--- config.mk ---
export PLATFORM = sky130hd
export DESIGN_NAME = id_ex_operand_stage_flat
export DESIGN_NICKNAME = d
export VERILOG_FILES = /design/src/rtl/id_ex_operand_stage_if.sv /design/src/rtl/id_ex_operand_stage.sv /design/src/flat_wrapper.sv
export SDC_FILE = /design/constraint.sdc
export NUM_CORES = 1
export LEC_CHECK = 0
export CAP_MARGIN = 10
export CORE_ASPECT_RATIO = 1.75
export CORE_UTILIZATION = 30
export DETAILED_ROUTE_END_ITERATION = 8
export PLACE_DENSITY_LB_ADDON = 0.05
export SLEW_MARGIN = 20
export SYNTH_ARGS = -nofsm -noshare
export SYNTH_HDL_FRONTEND = slang
export SYNTH_SLANG_ARGS = --single-unit
--- constraint.sdc ---
create_clock -name clk -period 2.7 [get_ports clk]
set_clock_uncertainty 0.2 [all_clocks]
set_input_delay 0.405 -clock clk [delete_from_list [all_inputs] [get_ports clk]]
set_output_delay 0.405 -clock clk [all_outputs]
set_load 0.01 [all_outputs]
--- src/rtl/id_ex_operand_stage_if.sv ---
// Bundle of decode, register-file, forwarding and EX-side signals for the
// ID/EX operand stage. The master side is the surrounding pipeline (decode,
// register file, EX, MEM); the slave side is the operand stage itself.
interface id_ex_operand_stage_if #(
    parameter int DATA_LENGTH = 32,
    parameter int REG_ADDR_W  = 5
);
    // decode side
    logic                   id_valid;
    logic                   id_ready;
    logic [REG_ADDR_W-1:0]  id_rs1;
    logic [REG_ADDR_W-1:0]  id_rs2;
    logic                   id_rs1_used;
    logic                   id_rs2_used;
    logic [REG_ADDR_W-1:0]  id_rd;
    logic                   id_reg_wen;
    logic                   id_is_load;
    logic [DATA_LENGTH-1:0] id_pc;
    logic [DATA_LENGTH-1:0] id_imm;
    // register file read data
    logic [DATA_LENGTH-1:0] rf_rs1_data;
    logic [DATA_LENGTH-1:0] rf_rs2_data;
    // forwarding sources
    logic [DATA_LENGTH-1:0] exe_data;
    logic [REG_ADDR_W-1:0]  mem_rd;
    logic                   mem_reg_wen;
    logic [DATA_LENGTH-1:0] mem_data;
    // pipeline control
    logic                   flush;
    logic                   ex_ready;
    // stage register towards EX
    logic                   ex_valid;
    logic [DATA_LENGTH-1:0] ex_op1;
    logic [DATA_LENGTH-1:0] ex_op2;
    logic [REG_ADDR_W-1:0]  ex_rd;
    logic                   ex_reg_wen;
    logic                   ex_is_load;
    logic [DATA_LENGTH-1:0] ex_pc;
    logic [DATA_LENGTH-1:0] ex_imm;
    logic                   hazard_stall;

    modport master (
        output id_valid, id_rs1, id_rs2, id_rs1_used, id_rs2_used, id_rd,
               id_reg_wen, id_is_load, id_pc, id_imm, rf_rs1_data, rf_rs2_data,
               exe_data, mem_rd, mem_reg_wen, mem_data, flush, ex_ready,
        input  id_ready, ex_valid, ex_op1, ex_op2, ex_rd, ex_reg_wen,
               ex_is_load, ex_pc, ex_imm, hazard_stall
    );

    modport slave (
        input  id_valid, id_rs1, id_rs2, id_rs1_used, id_rs2_used, id_rd,
               id_reg_wen, id_is_load, id_pc, id_imm, rf_rs1_data, rf_rs2_data,
               exe_data, mem_rd, mem_reg_wen, mem_data, flush, ex_ready,
        output id_ready, ex_valid, ex_op1, ex_op2, ex_rd, ex_reg_wen,
               ex_is_load, ex_pc, ex_imm, hazard_stall
    );
endinterface

--- src/rtl/id_ex_operand_stage.sv ---
// ID/EX operand stage of RVS192. Resolves rs1/rs2 operands with EX/MEM
// forwarding, detects load-use hazards, and registers the instruction for EX
// behind a valid/ready handshake. Operands are resolved once, in the cycle the
// instruction is captured; held outputs are never re-resolved.
module id_ex_operand_stage #(
    parameter int DATA_LENGTH = 32,
    parameter int REG_ADDR_W  = 5
) (
    input  logic                  clk,
    input  logic                  rst_n,
    id_ex_operand_stage_if.slave  bus
);

    localparam logic [DATA_LENGTH-1:0] ZERO_DATA = {DATA_LENGTH{1'b0}};
    localparam logic [REG_ADDR_W-1:0]  ZERO_REG  = {REG_ADDR_W{1'b0}};

    // Operand priority: x0, then the ALU result in EX, then MEM, then the RF.
    // A load sitting in EX has no data yet, so ex_fwd_ok excludes it.
    function automatic logic [DATA_LENGTH-1:0] select_operand(
        input logic [REG_ADDR_W-1:0]  rs,
        input logic [DATA_LENGTH-1:0] rf_data,
        input logic                   ex_fwd_ok,
        input logic [REG_ADDR_W-1:0]  ex_rd,
        input logic [DATA_LENGTH-1:0] exe_data,
        input logic                   mem_wen,
        input logic [REG_ADDR_W-1:0]  mem_rd,
        input logic [DATA_LENGTH-1:0] mem_data
    );
        logic [DATA_LENGTH-1:0] op;
        if (rs == ZERO_REG) begin
            op = ZERO_DATA;
        end else if (ex_fwd_ok && (ex_rd == rs)) begin
            op = exe_data;
        end else if (mem_wen && (mem_rd == rs)) begin
            op = mem_data;
        end else begin
            op = rf_data;
        end
        return op;
    endfunction

    // stage register and its next state
    logic                   ex_valid_q,   ex_valid_d;
    logic [DATA_LENGTH-1:0] ex_op1_q,     ex_op1_d;
    logic [DATA_LENGTH-1:0] ex_op2_q,     ex_op2_d;
    logic [REG_ADDR_W-1:0]  ex_rd_q,      ex_rd_d;
    logic                   ex_reg_wen_q, ex_reg_wen_d;
    logic                   ex_is_load_q, ex_is_load_d;
    logic [DATA_LENGTH-1:0] ex_pc_q,      ex_pc_d;
    logic [DATA_LENGTH-1:0] ex_imm_q,     ex_imm_d;

    // combinational control
    logic                   ex_fwd_ok_s;
    logic                   load_use_s;
    logic                   advance_s;
    logic                   id_ready_s;
    logic                   hazard_stall_s;
    logic                   transfer_s;
    logic [DATA_LENGTH-1:0] op1_s;
    logic [DATA_LENGTH-1:0] op2_s;

    // Hazard detection and handshake; reset holds id_ready low.
    always_comb begin
        ex_fwd_ok_s = ex_valid_q && ex_reg_wen_q && !ex_is_load_q;
        load_use_s  = ex_valid_q && ex_is_load_q && ex_reg_wen_q &&
                      (ex_rd_q != ZERO_REG) &&
                      ((bus.id_rs1_used && (bus.id_rs1 == ex_rd_q)) ||
                       (bus.id_rs2_used && (bus.id_rs2 == ex_rd_q)));
        advance_s   = !ex_valid_q || bus.ex_ready;
        if (rst_n) begin
            id_ready_s     = advance_s && !load_use_s && !bus.flush;
            hazard_stall_s = bus.id_valid && load_use_s && !bus.flush;
        end else begin
            id_ready_s     = 1'b0;
            hazard_stall_s = 1'b0;
        end
        transfer_s = bus.id_valid && id_ready_s;
    end

    // Resolve both source operands from the forwarding network.
    always_comb begin
        op1_s = select_operand(bus.id_rs1, bus.rf_rs1_data, ex_fwd_ok_s, ex_rd_q,
                               bus.exe_data, bus.mem_reg_wen, bus.mem_rd, bus.mem_data);
        op2_s = select_operand(bus.id_rs2, bus.rf_rs2_data, ex_fwd_ok_s, ex_rd_q,
                               bus.exe_data, bus.mem_reg_wen, bus.mem_rd, bus.mem_data);
    end

    // Next state: flush kills, transfer captures, advance bubbles, else hold.
    always_comb begin
        ex_valid_d   = ex_valid_q;
        ex_op1_d     = ex_op1_q;
        ex_op2_d     = ex_op2_q;
        ex_rd_d      = ex_rd_q;
        ex_reg_wen_d = ex_reg_wen_q;
        ex_is_load_d = ex_is_load_q;
        ex_pc_d      = ex_pc_q;
        ex_imm_d     = ex_imm_q;
        if (bus.flush) begin
            ex_valid_d = 1'b0;
        end else if (transfer_s) begin
            ex_valid_d   = 1'b1;
            ex_op1_d     = op1_s;
            ex_op2_d     = op2_s;
            ex_rd_d      = bus.id_rd;
            ex_reg_wen_d = bus.id_reg_wen;
            ex_is_load_d = bus.id_is_load;
            ex_pc_d      = bus.id_pc;
            ex_imm_d     = bus.id_imm;
        end else if (advance_s) begin
            ex_valid_d = 1'b0;
        end else begin
            ex_valid_d = ex_valid_q;
        end
    end

    // Stage register with asynchronous clear.
    always_ff @(posedge clk or negedge rst_n) begin
        if (!rst_n) begin
            ex_valid_q   <= 1'b0;
            ex_op1_q     <= ZERO_DATA;
            ex_op2_q     <= ZERO_DATA;
            ex_rd_q      <= ZERO_REG;
            ex_reg_wen_q <= 1'b0;
            ex_is_load_q <= 1'b0;
            ex_pc_q      <= ZERO_DATA;
            ex_imm_q     <= ZERO_DATA;
        end else begin
            ex_valid_q   <= ex_valid_d;
            ex_op1_q     <= ex_op1_d;
            ex_op2_q     <= ex_op2_d;
            ex_rd_q      <= ex_rd_d;
            ex_reg_wen_q <= ex_reg_wen_d;
            ex_is_load_q <= ex_is_load_d;
            ex_pc_q      <= ex_pc_d;
            ex_imm_q     <= ex_imm_d;
        end
    end

    assign bus.id_ready     = id_ready_s;
    assign bus.hazard_stall = hazard_stall_s;
    assign bus.ex_valid     = ex_valid_q;
    assign bus.ex_op1       = ex_op1_q;
    assign bus.ex_op2       = ex_op2_q;
    assign bus.ex_rd        = ex_rd_q;
    assign bus.ex_reg_wen   = ex_reg_wen_q;
    assign bus.ex_is_load   = ex_is_load_q;
    assign bus.ex_pc        = ex_pc_q;
    assign bus.ex_imm       = ex_imm_q;

endmodule

--- src/flat_wrapper.sv ---
// flat-port wrapper written by rule: the top's interface ports become plain ports
module id_ex_operand_stage_flat 
#(
    parameter int DATA_LENGTH = 32,
    parameter int REG_ADDR_W  = 5
)
  (clk, rst_n, bus_id_valid, bus_id_rs1, bus_id_rs2, bus_id_rs1_used, bus_id_rs2_used, bus_id_rd, bus_id_reg_wen, bus_id_is_load, bus_id_pc, bus_id_imm, bus_rf_rs1_data, bus_rf_rs2_data, bus_exe_data, bus_mem_rd, bus_mem_reg_wen, bus_mem_data, bus_flush, bus_ex_ready, bus_id_ready, bus_ex_valid, bus_ex_op1, bus_ex_op2, bus_ex_rd, bus_ex_reg_wen, bus_ex_is_load, bus_ex_pc, bus_ex_imm, bus_hazard_stall);
  id_ex_operand_stage_if #(.DATA_LENGTH(DATA_LENGTH), .REG_ADDR_W(REG_ADDR_W)) bus_i ();
  input  logic clk;
  input  logic rst_n;
  input wire logic [$bits(bus_i.id_valid)-1:0] bus_id_valid;
  input wire logic [$bits(bus_i.id_rs1)-1:0] bus_id_rs1;
  input wire logic [$bits(bus_i.id_rs2)-1:0] bus_id_rs2;
  input wire logic [$bits(bus_i.id_rs1_used)-1:0] bus_id_rs1_used;
  input wire logic [$bits(bus_i.id_rs2_used)-1:0] bus_id_rs2_used;
  input wire logic [$bits(bus_i.id_rd)-1:0] bus_id_rd;
  input wire logic [$bits(bus_i.id_reg_wen)-1:0] bus_id_reg_wen;
  input wire logic [$bits(bus_i.id_is_load)-1:0] bus_id_is_load;
  input wire logic [$bits(bus_i.id_pc)-1:0] bus_id_pc;
  input wire logic [$bits(bus_i.id_imm)-1:0] bus_id_imm;
  input wire logic [$bits(bus_i.rf_rs1_data)-1:0] bus_rf_rs1_data;
  input wire logic [$bits(bus_i.rf_rs2_data)-1:0] bus_rf_rs2_data;
  input wire logic [$bits(bus_i.exe_data)-1:0] bus_exe_data;
  input wire logic [$bits(bus_i.mem_rd)-1:0] bus_mem_rd;
  input wire logic [$bits(bus_i.mem_reg_wen)-1:0] bus_mem_reg_wen;
  input wire logic [$bits(bus_i.mem_data)-1:0] bus_mem_data;
  input wire logic [$bits(bus_i.flush)-1:0] bus_flush;
  input wire logic [$bits(bus_i.ex_ready)-1:0] bus_ex_ready;
  output wire logic [$bits(bus_i.id_ready)-1:0] bus_id_ready;
  output wire logic [$bits(bus_i.ex_valid)-1:0] bus_ex_valid;
  output wire logic [$bits(bus_i.ex_op1)-1:0] bus_ex_op1;
  output wire logic [$bits(bus_i.ex_op2)-1:0] bus_ex_op2;
  output wire logic [$bits(bus_i.ex_rd)-1:0] bus_ex_rd;
  output wire logic [$bits(bus_i.ex_reg_wen)-1:0] bus_ex_reg_wen;
  output wire logic [$bits(bus_i.ex_is_load)-1:0] bus_ex_is_load;
  output wire logic [$bits(bus_i.ex_pc)-1:0] bus_ex_pc;
  output wire logic [$bits(bus_i.ex_imm)-1:0] bus_ex_imm;
  output wire logic [$bits(bus_i.hazard_stall)-1:0] bus_hazard_stall;
  assign bus_i.id_valid = bus_id_valid;
  assign bus_i.id_rs1 = bus_id_rs1;
  assign bus_i.id_rs2 = bus_id_rs2;
  assign bus_i.id_rs1_used = bus_id_rs1_used;
  assign bus_i.id_rs2_used = bus_id_rs2_used;
  assign bus_i.id_rd = bus_id_rd;
  assign bus_i.id_reg_wen = bus_id_reg_wen;
  assign bus_i.id_is_load = bus_id_is_load;
  assign bus_i.id_pc = bus_id_pc;
  assign bus_i.id_imm = bus_id_imm;
  assign bus_i.rf_rs1_data = bus_rf_rs1_data;
  assign bus_i.rf_rs2_data = bus_rf_rs2_data;
  assign bus_i.exe_data = bus_exe_data;
  assign bus_i.mem_rd = bus_mem_rd;
  assign bus_i.mem_reg_wen = bus_mem_reg_wen;
  assign bus_i.mem_data = bus_mem_data;
  assign bus_i.flush = bus_flush;
  assign bus_i.ex_ready = bus_ex_ready;
  assign bus_id_ready = bus_i.id_ready;
  assign bus_ex_valid = bus_i.ex_valid;
  assign bus_ex_op1 = bus_i.ex_op1;
  assign bus_ex_op2 = bus_i.ex_op2;
  assign bus_ex_rd = bus_i.ex_rd;
  assign bus_ex_reg_wen = bus_i.ex_reg_wen;
  assign bus_ex_is_load = bus_i.ex_is_load;
  assign bus_ex_pc = bus_i.ex_pc;
  assign bus_ex_imm = bus_i.ex_imm;
  assign bus_hazard_stall = bus_i.hazard_stall;
  id_ex_operand_stage #(.DATA_LENGTH(DATA_LENGTH), .REG_ADDR_W(REG_ADDR_W)) u_core (.clk(clk), .rst_n(rst_n), .bus(bus_i));
endmodule
======== After elaboration in Yosys (flattened, before gate mapping) ========
Index checks and enable logic that the tools add are counted.
word-level totals
  bits in registers ....................... 136
  logic and storage cells ................. 54
  output and inout port bits .............. 138
  input port bits ......................... 222
cells by class
  muxes and demuxes ....................... 11
  bitwise operators ....................... 1
  eq/ne operators ......................... 6
  reduce and logical (&&, ||, !) cells .... 28
operators by type and width
  cell                 count
  32-bit two-way mux   6
  5-bit equality test  6
  1-bit logical AND    17
  5-bit zero test      2
  1-bit two-way mux    5
  5-bit nonzero test   1
  1-bit zero test      4
  3-bit nonzero test   1
  1-bit logical OR     2
  2-bit AND reduction  1
  1-bit NOT            1

======== Longest topological paths before layout ========
Gate-level depths: netlist of the first run.
  depth after elaboration ................. 11
  gate-level depth with buffers ........... 8
  depth with buffers taken out ............ 5

======== Least setup slack after synthesis of the first run ========
No wires, ideal clock.
  path kind ............................... flip-flop to output port
  start point ............................. register u_core.ex_rd_q[1], in the netlist u_core.bus.ex_rd[1]
  end point ............................... output port bus_id_ready
  path slack .............................. 0.217 ns
  arrival time ............................ 1.878 ns
  stages on the path, launching flop included .. 6
  required time ........................... 2.095 ns
  path buffers ............................ 1
  cell sequence ........................... dfrtp_1 -> or4_1 -> o2111ai_1 -> nor2_1 -> buf_2 -> nor4bb_1
on the way
  longest elaborated chain between the ends .. 8
  elaborated cells on any way between the ends .. 12
  those cells by class .................... eq/ne: 2; mux: 1; reduce/logical: 9
ends and longest elaborated chain
  what                                           line                                                  RTL
  from (decl)                                    id_ex_operand_stage.sv:46                             logic [REG_ADDR_W-1:0] ex_rd_q, ex_rd_d;
  from (signal assigned)                         id_ex_operand_stage.sv:131                            ex_rd_q <= ex_rd_d;
  5-bit equality test, on equally long branches  id_ex_operand_stage.sv:67, id_ex_operand_stage.sv:68
  1-bit logical AND, on equally long branches    id_ex_operand_stage.sv:67, id_ex_operand_stage.sv:68
  1-bit logical OR                               id_ex_operand_stage.sv:67                             ((bus.id_rs1_used && (bus.id_rs1 == ex_rd_q)) ||
  1-bit logical AND (*)                          id_ex_operand_stage.sv:66                             (ex_rd_q != ZERO_REG) &&
  1-bit zero test (*)                            id_ex_operand_stage.sv:71                             id_ready_s = advance_s && !load_use_s && !bus.flush;
  1-bit logical AND (*) (2 in a row)             id_ex_operand_stage.sv:71
  1-bit two-way mux (*)                          id_ex_operand_stage.sv:70                             if (rst_n) begin
  to (decl)                                      flat_wrapper.sv:29                                    output wire logic [$bits(bus_i.id_ready)-1:0] bus_id_ready;
Mark *: on every way between the ends. The rest lies on a longest branch, timed or not.

======== Worst setup path after layout of the first run ========
  start point ............................. register u_core.ex_rd_q[4], in the netlist u_core.bus.ex_rd[4]
  end point ............................... output port bus_id_ready
Same word-level chain as after synthesis.

==> impl_results.md, run 1 <==
- Clock root buffer: sky130_fd_sc_hd__clkbuf_16
- Combinational family with the most area after synthesis: compound AO/OA/AOI/OAI gates
- DR WL/cell: about 22 microns
- Height of the die: 207.5 microns
- CP max FO: 4
- Total negative slack for setup checks: -419.8 ps
- Count of vias placed by the detailed router: roughly 7,300
- Sum of routed wire length over all layers: 30,770 microns
- Top-level I/O count: 360
- Status: complete, but fails checks
- Number of buffers added by the clock tree synthesis step: 17
- Number of warnings issued by yosys: 0
- Layout overhead on the synthesized area: 69.16%
- Clock tree buffer depth: 2
- Setup repair after global routing missed its margin: yes
- Share of the yosys chip area belonging to registers: around 47%
- Core area: approximately 0.024 sq mm
- Share of synthesized area spent on multiplexers: 11.05%
- Final Worst Setup Slack: -158.1 ps
- Number of remaining DRC errors: 0
- Final count of pins violating max slew: 0
- Synthesized instance count: roughly 720
- Number of antenna violations at the first check in global routing: 4
- Shortest clock period the worst path allows after layout: ~2900 ps
- Number of unique standard cell types used by synthesis: 43
- Mean area per synthesized cell: about 10 sq um
- GRT Resource Usage Total: 25.19%
- Routability-driven placement congestion ratio: approximately 0.85
- Initial core utilization: between 30% and 40%
- Endpoint arrival time on the critical path: about 2300 ps
- Power density over cell area: roughly 610 mW/mm^2
- Synth Area in Compound Gates: between 20 and 30%
- Dominant cells by area after synthesis: sky130_fd_sc_hd__dfrtp_1 (47%), sky130_fd_sc_hd__mux2_1 (11%), sky130_fd_sc_hd__o32ai_1 (7.7%)
- Library cell occupying the most area in the post-synthesis netlist: sky130_fd_sc_hd__dfrtp_1
- TritonCTS clock tree: done
- Maximum number of pins on one net before global-route repair: 66
- First-pass GRT wire length: 47,130 microns
- Final number of hold-violating endpoints: 0
- Source-to-sink clock delay at the later pin of the worst-skew pair: about 430 ps
- Yosys top cell area share: between 40 and 50%
- Worst hold margin: around 220 ps
- Initial detailed-routing violation count: a little under 500
- Cell area after technology mapping: 0.007238 sq mm
- Critical path launch point type: register
- Failing checks: negative setup slack
- Peak Freq: roughly 0.35 GHz
- Number of enable-type register cells in the synthesized netlist: 0
- Number of global-route vias before repair: approximately 8,100
- Post-synthesis register bit count: approximately 140
- Number of port buffers: 359
- Global route total overflow: 0
- Share of the clock period used by the worst path: 105.9%
- Total instance count after detailed placement: between 1,000 and 1,500
- Critical Path RT: 2100 ps
- Final Core Density: a little over half
- Number of violations of the max-capacitance limit: 0
- Standby leakage power: slightly below 0.005 uW
- Critical Path Sink Type: output port
- Final net count: around 1,300
- Clock transition at the registers of the reported paths: 60 ps
- Prevailing post-synth register cell: sky130_fd_sc_hd__dfrtp_1
- Net Count, Synth: 941
- Router iterations before antenna repair: 5
- Rel. slew slack: between 40% and 50%
- Vias per cell: around 5.2
- Post-synthesis share of cell area spent on full adders, half adders and majority gates: 0%
- Number of setup violations in the final report: 18
- H-Tree Depth: 4
- Final cell count without fillers: ~1,400
- Fraction of synthesis flops using an asynchronous set or reset pin: 100.0%
- Largest vdd supply drop: just under 500 uV
- Total Die Area: 0.02478 sq mm
- TritonCTS sink count: roughly 140
- Xor/xnor share of the synthesized area: 2.057%
- Die extent in x: ~120 microns
- Dpl hpwl: around 22,000 microns
- Fraction of layout cells with a size suffix above 1: a little over a tenth
- Transition time at the pin with the least slew margin: roughly 870 ps
- Post-DRT Antenna Nets: 0
- Area fraction in and, or, nand and nor cells after synthesis: around 4.7%
- Class of the tightest hold or removal check: in2async
- Cell row count: 74
- Crit Path Category: reg2out
-- stage by stage --
stage                     total power, uW  setup slack (ps)  area (sq um)
final                                7447            -158.1         12240
after CTS                            7520            -186.3         12170
after global placement               5077            -531.2         11570
after detailed placement             5087            -534.8         11570
after floorplan                      3490             217.3          7238
after global routing                 7809            -281.0         12240
-- cells in the final DEF, fill, tap and decap left out, drive strengths merged, types with 3 or more instances in the layout --
master,n
clkdlybuf4s50,355
dfrtp,136
inv,99
mux2,71
buf,69
o22ai,65
o32ai,64
o21ai,33
nand3,33
a31oi,32
a211oi,32
a21boi,32
clkbuf,21
xnor2,10
xor2,7
clkinv,7
diode,3
-- final timing paths --
kind	startpoint	to	slack, ps	cells past startpoint
setup / recovery	u_core.bus.ex_rd[4]	bus_id_ready	-160	7
hold / removal	rst_n	u_core.bus.ex_imm[17]	220	2
setup reg to reg	u_core.bus.ex_rd[2]	u_core.bus.ex_op1[3]	-20	7
hold reg to reg	u_core.bus.ex_imm[5]	u_core.bus.ex_imm[5]	290	1
max in group asynchronous	rst_n	u_core.bus.ex_op2[9]	970	3
min in group clk	u_core.bus.ex_imm[5]	u_core.bus.ex_imm[5]	290	1
-- cells by family (layout without fill, tap and decap cells) --
family / count (synthesis) / in the layout
AOI/OAI and AO/OA: 265 / 265
buffers and inverters: 173 / 557
DFF: 136 / 136
muxes: 71 / 71
and+or+nand+nor: 57 / 57
xor gates and xnor gates: 17 / 17
other: 0 / 3
-- metal layers --
layer / global-route usage (%) / vias to the layer above / part of all wire [%]
li1: - / 3429 / -
met1: 26.11 / 3495 / 36
met5: 0 / - / 0.042
met3: 7.445 / 56 / 8.0
met4: 12.46 / 2 / 3.2
met2: 45.51 / 347 / 53
-- flip-flops by register name (all words and copies together), names as in the netlist --
name / cells
u_core.bus.ex_valid: 1
u_core.bus.ex_op1: 32
u_core.bus.ex_imm: 32
u_core.bus.ex_pc: 32
u_core.bus.ex_op2: 32
u_core.bus.ex_is_load: 1
u_core.bus.ex_rd: 5
u_core.bus.ex_reg_wen: 1
-- synthesized netlist by cell type (all sizes together), types with 7 or more instances --
library cell  instances
a31oi                32
o32ai                64
xor2                  7
o22ai                65
dfrtp               136
inv                  98
buf                  20
clkbuf               54
xnor2                10
a211oi               32
a21boi               32
o21ai                33
mux2                 71
nand3                33
-- timing repair --
| item | 4_1_cts | 5_1_grt |
|---|---|---|
| endpoints found under the setup margin | 7 | 66 |
| buffers inserted | 0 | 3 |
| pin swaps | 2 | 3 |
| hold buffers | 1 | 0 |
| hold endpoints to repair | 13 | 0 |
| resized for setup | 11 | 10 |
-- worst max-delay path, stage by stage (launching register included) --
cell and delay, ps:
sky130_fd_sc_hd__dfrtp_1 410, sky130_fd_sc_hd__buf_4 140, sky130_fd_sc_hd__or4_4 410, sky130_fd_sc_hd__o2111ai_2 200, sky130_fd_sc_hd__buf_4 150, sky130_fd_sc_hd__nor2_4 40, sky130_fd_sc_hd__nor4bb_2 290, sky130_fd_sc_hd__buf_2 190
-- area by class of cell --
class                   count  area [sq um]
diodes                      3         7.507
clock buffers              21         470.5
clock inverters            11         121.4
fillers                  2200         11270
inverters                  99         371.6
multi-input cells         410          3261
flip-flops and latches    136          3405
well taps                 304         380.4
repair buffers            426          4228
-- report_power, final --
group	leakage, uW	total (uW)	internal, uW	switching (uW)
clock	0.000289	2370	1430	941
combinational	0.00301	2390	1390	1000
sequential	0.00164	2690	2440	241
No activity file was read; power rests on OpenSTA's default activity.
==> inputs of run 2 (changes only) <==
- GPL_ROUTABILITY_DRIVEN: unset -> 0
- GPL_TIMING_DRIVEN: unset -> 0
==> run 2 against run 1 <==
Against the previous run: the run still ends with negative setup slack left; critical path depth down 1; first-iteration DRC count decreased by 9.8%; die area unchanged; largest power group unchanged; highest routed layer unchanged.
==> impl_results.md, run 2 (synthesis gave the netlist of run 1 again) <==
- Status: complete, but fails checks
- Failing checks: negative setup slack
- Die extent in x: 119.4 microns
- TritonCTS clock tree: done
- Path depth of the worst reg2reg path: 7
- Dpl hpwl: 23,440 microns
- Top-level I/O count: 360
- Share of the clock period used by the worst path: 107.9%
- Worst Hold Launch: u_core.bus.ex_pc[18]
- Number of remaining DRC errors: 0
- Shortest clock period the worst path allows after layout: a little under 3000 ps
- Initial core utilization: 30.78%
- Class of the tightest hold or removal check: reg2reg
- Initial detailed-routing violation count: 434
- Standby leakage power: 0.004891 uW
- Critical Path RT: between 2000 and 2500 ps
- Final number of hold-violating endpoints: 0
- Core area: 0.02352 sq mm
- Final count of pins violating max slew: 0
- Number of port buffers: ~360
- Setup repair after global routing missed its margin: yes
- Clock transition at the registers of the reported paths: approximately 60 ps
- Cell row count: 74
- Number of antenna violations at the first check in global routing: 2
- CP max FO: 4
- FF-to-FF setup slack: between 100 and 150 ps
- Number of setup violations in the final report: 131
- Critical path launch point type: register
- Most common cell after layout, fill and taps aside: sky130_fd_sc_hd__clkdlybuf4s50_1
- Source-to-sink clock delay at the later pin of the worst-skew pair: 430 ps
- Most used cells in the layout excluding fill and tap cells: sky130_fd_sc_hd__clkdlybuf4s50_1 (351), sky130_fd_sc_hd__dfrtp_1 (134), sky130_fd_sc_hd__inv_1 (97), sky130_fd_sc_hd__mux2_1 (70), sky130_fd_sc_hd__o22ai_1 (65)
- Clock tree buffer depth: 2
- Cells on Worst Hold Path: 1
- Crit Path Category: reg2out
- Global route total overflow: 0
- Vias per cell: approximately 5.1
- Endpoint arrival time on the critical path: roughly 2300 ps
- Transition time at the pin with the least slew margin: approximately 750 ps
- Number of global-route vias before repair: between 7,000 and 8,000
- Layout overhead on the synthesized area: 67.66%
- Largest vdd supply drop: just under 500 uV
- Sum of routed wire length over all layers: just over 30,000 microns
- Fraction of layout cells with a size suffix above 1: under 10%
- TritonCTS sink count: ~140
- H-Tree Depth: 4
- Number of violations of the max-capacitance limit: 0
- WHS Endpoint: u_core.bus.ex_pc[18]
- First-pass GRT wire length: around 46,000 microns
- Critical Path Sink Type: output port
- Count of vias placed by the detailed router: ~7,300
- Design area: roughly 0.012 sq mm
- Maximum number of pins on one net before global-route repair: 80
- Rel. slew slack: between 40% and 50%
- Post-DRT Antenna Nets: 0
- Final net count: 1,334
- Router iterations before antenna repair: 5
- Final Worst Setup Slack: -212.8 ps
- DR WL/cell: approximately 21 microns
- Power density over cell area: roughly 620 mW/mm^2
- Peak Freq: roughly 0.34 GHz
- Total Die Area: roughly 0.025 sq mm
- Power consumption: approximately 7500 uW
- Clock root buffer: sky130_fd_sc_hd__clkbuf_16
- Number of buffers added by the clock tree synthesis step: 17
- Height of the die: 207.5 microns
- Worst flop-to-flop path endpoint: u_core.bus.ex_op2[6]
- GRT Resource Usage Total: between 20 and 25%
- Area after DPL: roughly 0.011 sq mm
- Start of the worst register-to-register path: u_core.bus.ex_rd[1]
## run 2: routing by layer
layer,part of all wire [%],up-vias,wire [microns],GRT usage [%]
li1,-,3474,-,-
met1,35,3441,10750,24.84
met2,53,343,16170,45.61
met3,7.8,66,2383,7.637
met4,3.7,2,1135,11.12
met5,0.043,-,13,0
## run 2: worst max-delay path by stage
stage               cells after the start  slack, ps                start                     to
floorplan                               5        220  u_core.bus.ex_rd[1]           bus_id_ready
global placement                        6      -5920                rst_n  u_core.bus.ex_op2[14]
detailed placement                      8      -1160        bus_id_rs1[3]       bus_hazard_stall
CTS                                     6       -280  u_core.bus.ex_rd[1]           bus_id_ready
global route                            6       -300  u_core.bus.ex_rd[2]           bus_id_ready
finish                                  6       -210  u_core.bus.ex_rd[2]           bus_id_ready
## run 2: critical path: stages (launching register included)
cell	delay, ps
sky130_fd_sc_hd__dfrtp_2	430
sky130_fd_sc_hd__or4_4	560
sky130_fd_sc_hd__o2111ai_4	230
sky130_fd_sc_hd__nor2_4	60
sky130_fd_sc_hd__buf_6	120
sky130_fd_sc_hd__nor4bb_1	270
sky130_fd_sc_hd__buf_2	210
## run 2: cell type report
| type | count | area [sq um] |
|---|---|---|
| Inverter | 99 | 371.6 |
| Timing Repair Buffer | 376 | 3770 |
| Tap cell | 304 | 380.4 |
| Sequential cell | 136 | 3406 |
| Buffer | 72 | 340.3 |
| Multi-Input combinational cell | 410 | 3251 |
| Clock inverter | 10 | 143.9 |
| Antenna cell | 1 | 2.502 |
| Fill cell | 2244 | 11380 |
| Clock buffer | 21 | 470.5 |
## run 2: power breakdown
| group | internal (uW) | switching [uW] |
|---|---|---|
| clock | 1530 | 957 |
| sequential | 2440 | 245 |
| combinational | 1350 | 994 |
| total | 5320 | 2200 |
## run 2: timing repair
item | CTS | global route
setup buffers | 9 | 4
hold buffers | 2 | 1
pin swaps | 4 | 9
resized for setup | 26 | 35
gates cloned | 0 | 1
hold endpoints to repair | 61 | 136
endpoints found under the setup margin | 63 | 136
## run 2: stage by stage
step / std cells / setup TNS [ps] / hold WS [ps] / setup WS, ps / util (%)
after floorplan: 719 / 0 / -90.59 / 217.3 / -
final: 1429 / -4609 / 284.0 / -212.8 / 51.60
after global placement: 1381 / -1465350 / 265.9 / -5924 / 47.63
after detailed placement: 1383 / -66630 / 194.5 / -1160 / 47.84
after CTS: 1425 / -25550 / 288.2 / -280.5 / 51.10
after global routing: 1429 / -28440 / 294.3 / -304.9 / 51.60
==> inputs of run 3 (changes only) <==
--- a/config.mk
+++ b/config.mk
@@ -8,4 +8,6 @@
 export CAP_MARGIN = 10
+export CELL_PAD_IN_SITES_DETAIL_PLACEMENT = 1
+export CELL_PAD_IN_SITES_GLOBAL_PLACEMENT = 2
 export CORE_ASPECT_RATIO = 1.75
-export CORE_UTILIZATION = 30
+export CORE_UTILIZATION = 23
 export DETAILED_ROUTE_END_ITERATION = 8
@@ -14,2 +16,3 @@
 export PLACE_DENSITY_LB_ADDON = 0.05
+export SKIP_CTS_REPAIR_TIMING = 1
 export SLEW_MARGIN = 20
--- a/constraint.sdc
+++ b/constraint.sdc
@@ -4,2 +4,2 @@
 set_output_delay 0.405 -clock clk [all_outputs]
-set_load 0.01 [all_outputs]
+set_load 0.1 [all_outputs]
==> run 3 against run 2 <==
Against the previous run: the flow still finishes with violations (negative setup slack); hold slack improved by 2.5 ps; non-clock buffer count shrank 7; cell area up 0.91%; final cell count increased by 5.7%; clock power down 5%; utilization is 12 points lower; fmax fell by 7.3%; highest routed layer is now met4.
==> impl_results.md, run 3 (synthesis gave the netlist of run 1 again) <==
- Status: complete, but fails checks
- Failing checks: negative setup slack
- Final Worst Setup Slack: -442.2 ps
- Fraction of layout cells with a size suffix above 1: between 8 and 9%
- Final Core Density: between 30% and 40%
- Global route total overflow: 0
- Top-level I/O count: 360
- Class of the tightest hold or removal check: reg2reg
- Rel. slew slack: slightly below 30%
- TritonCTS sink count: 136
- Filler cell count: 3,467
- Share of the clock period used by the worst path: 116.4%
- Start of the worst register-to-register path: u_core.bus.ex_rd[4]
- Most used cells in the layout excluding fill and tap cells: sky130_fd_sc_hd__clkdlybuf4s50_1 (348), sky130_fd_sc_hd__dfrtp_1 (129), sky130_fd_sc_hd__inv_1 (97), sky130_fd_sc_hd__mux2_1 (70), sky130_fd_sc_hd__o22ai_1 (65)
- Critical Path Sink Type: output port
- Count of vias placed by the detailed router: between 7,000 and 8,000
- FF-to-FF setup slack: about 100 ps
- Final count of pins violating max slew: 0
- Storage element area: between 0.003 and 0.004 sq mm
- Sum of routed wire length over all layers: ~34,000 microns
- Cell row count: 85
- Number of buffers added by the clock tree synthesis step: 17
- Clock root buffer: sky130_fd_sc_hd__clkbuf_16
- H-Tree Depth: 4
- Layout overhead on the synthesized area: 69.18%
- Power consumption: between 10,000 and 15,000 uW
- First-pass GRT wire length: 51,150 microns
- Final net count: around 1,300
- Endpoint arrival time on the critical path: 2540 ps
- Initial detailed-routing violation count: 200
- Critical path launch point type: primary input
- Crit Path Category: in2out
- Critical Path RT: ~2100 ps
- Most common cell after layout, fill and taps aside: sky130_fd_sc_hd__clkdlybuf4s50_1
- Transition time at the pin with the least slew margin: about 1100 ps
- Path depth of the worst reg2reg path: 6
- CP max FO: 7
- Dpl hpwl: around 27,000 microns
- Number of remaining DRC errors: 0
- Height of the die: 236.7 microns
- Clock tree buffer depth: 2
- Standby leakage power: just under 0.005 uW
- TritonCTS clock tree: done
- Number of antenna violations at the first check in global routing: 2
- Number of setup violations in the final report: 60
- Router iterations before antenna repair: 4
- DR WL/cell: 22.81 microns
- Multi-input gate area: around 0.0033 sq mm
- Maximum number of pins on one net before global-route repair: between 70 and 80
- Power density over cell area: around 840 mW/mm^2
- Initial core utilization: approximately a quarter
- Clock transition at the registers of the reported paths: ~60 ps
- Largest vdd supply drop: 474.3 uV
- Setup repair after global routing missed its margin: yes
- Number of violations of the max-capacitance limit: 0
- Last element of the critical path: bus_hazard_stall
- Number of port buffers: approximately 360
- Core area: 0.03084 sq mm
- Worst flop-to-flop path endpoint: u_core.bus.ex_imm[14]
- Post-DRT Antenna Nets: 0
- Total Die Area: approximately 0.032 sq mm
- Number of global-route vias before repair: 8,405
- Worst setup path startpoint: bus_id_rs1[1]
- Shortest clock period the worst path allows after layout: around 3100 ps
- Final number of hold-violating endpoints: 0
- GRT Resource Usage Total: a little over a fifth
- Die extent in x: 136.1 microns
- Vias per cell: around 5
- Source-to-sink clock delay at the later pin of the worst-skew pair: ~440 ps
- Peak Freq: between 0.3 and 0.4 GHz
## run 3: worst min-delay path by stage
stage | startpoint | endpoint | slack, ps | cells after the start
after global placement | u_core.bus.ex_pc[7] | u_core.bus.ex_pc[7] | 270 | 1
after detailed placement | rst_n | u_core.bus.ex_op2[27] | 210 | 1
after CTS | rst_n | u_core.bus.ex_op2[24] | -270 | 1
after floorplan | rst_n | u_core.bus.ex_imm[0] | -90 | 0
after global routing | u_core.bus.ex_imm[2] | u_core.bus.ex_imm[2] | 310 | 1
final | u_core.bus.ex_pc[8] | u_core.bus.ex_pc[8] | 290 | 1
## run 3: final cells by class
| class | instances | share of cell area (%) |
|---|---|---|
| antenna | 2 | 0.04087 |
| buffer | 71 | 2.953 |
| clock buffer | 17 | 3.474 |
| clock inverter | 15 | 1.226 |
| inverter | 99 | 3.035 |
| multi-input combinational | 410 | 26.75 |
| sequential | 136 | 27.92 |
| tap | 391 | 3.995 |
| timing repair buffer | 370 | 30.60 |
## run 3: report_power, final
| part | internal [uW] | switching, uW |
|---|---|---|
| Sequential | 2450 | 263 |
| Clock | 1230 | 1120 |
| Combinational | 1320 | 3860 |
| Total | 5000 | 5240 |
## run 3: stage by stage
stage	cell area, sq um	std cells	setup slack [ps]	hold WS, ps	TNS (ps)
final	12250	1511	-442.2	286.5	-3815
after floorplan	7298	719	-622.7	-90.59	-651.0
after global routing	12250	1511	-550.2	309.5	-25690
after detailed placement	11420	1470	-1709	207.6	-84430
after global placement	11370	1468	-6614	266.9	-1557530
after CTS	11990	1502	-1732	-272.0	-22270
## run 3: critical path, stage by stage
cell and delay [ps]:
sky130_fd_sc_hd__clkdlybuf4s50_1 570, sky130_fd_sc_hd__xnor2_1 320, sky130_fd_sc_hd__nand3_4 210, sky130_fd_sc_hd__a2bb2oi_2 230, sky130_fd_sc_hd__nor2_4 170, sky130_fd_sc_hd__buf_8 150, sky130_fd_sc_hd__and4b_4 240, sky130_fd_sc_hd__buf_8 200
## run 3: routing by layer
layer  vias to the layer above  global-route usage, %  share of wire (%)
met5                         -                      0                  0
met2                       262                  41.58                 56
met3                        35                  6.337                7.1
met4                         0                  6.869                1.9
met1                      3610                  21.84                 35
li1                       3457                      -                  -
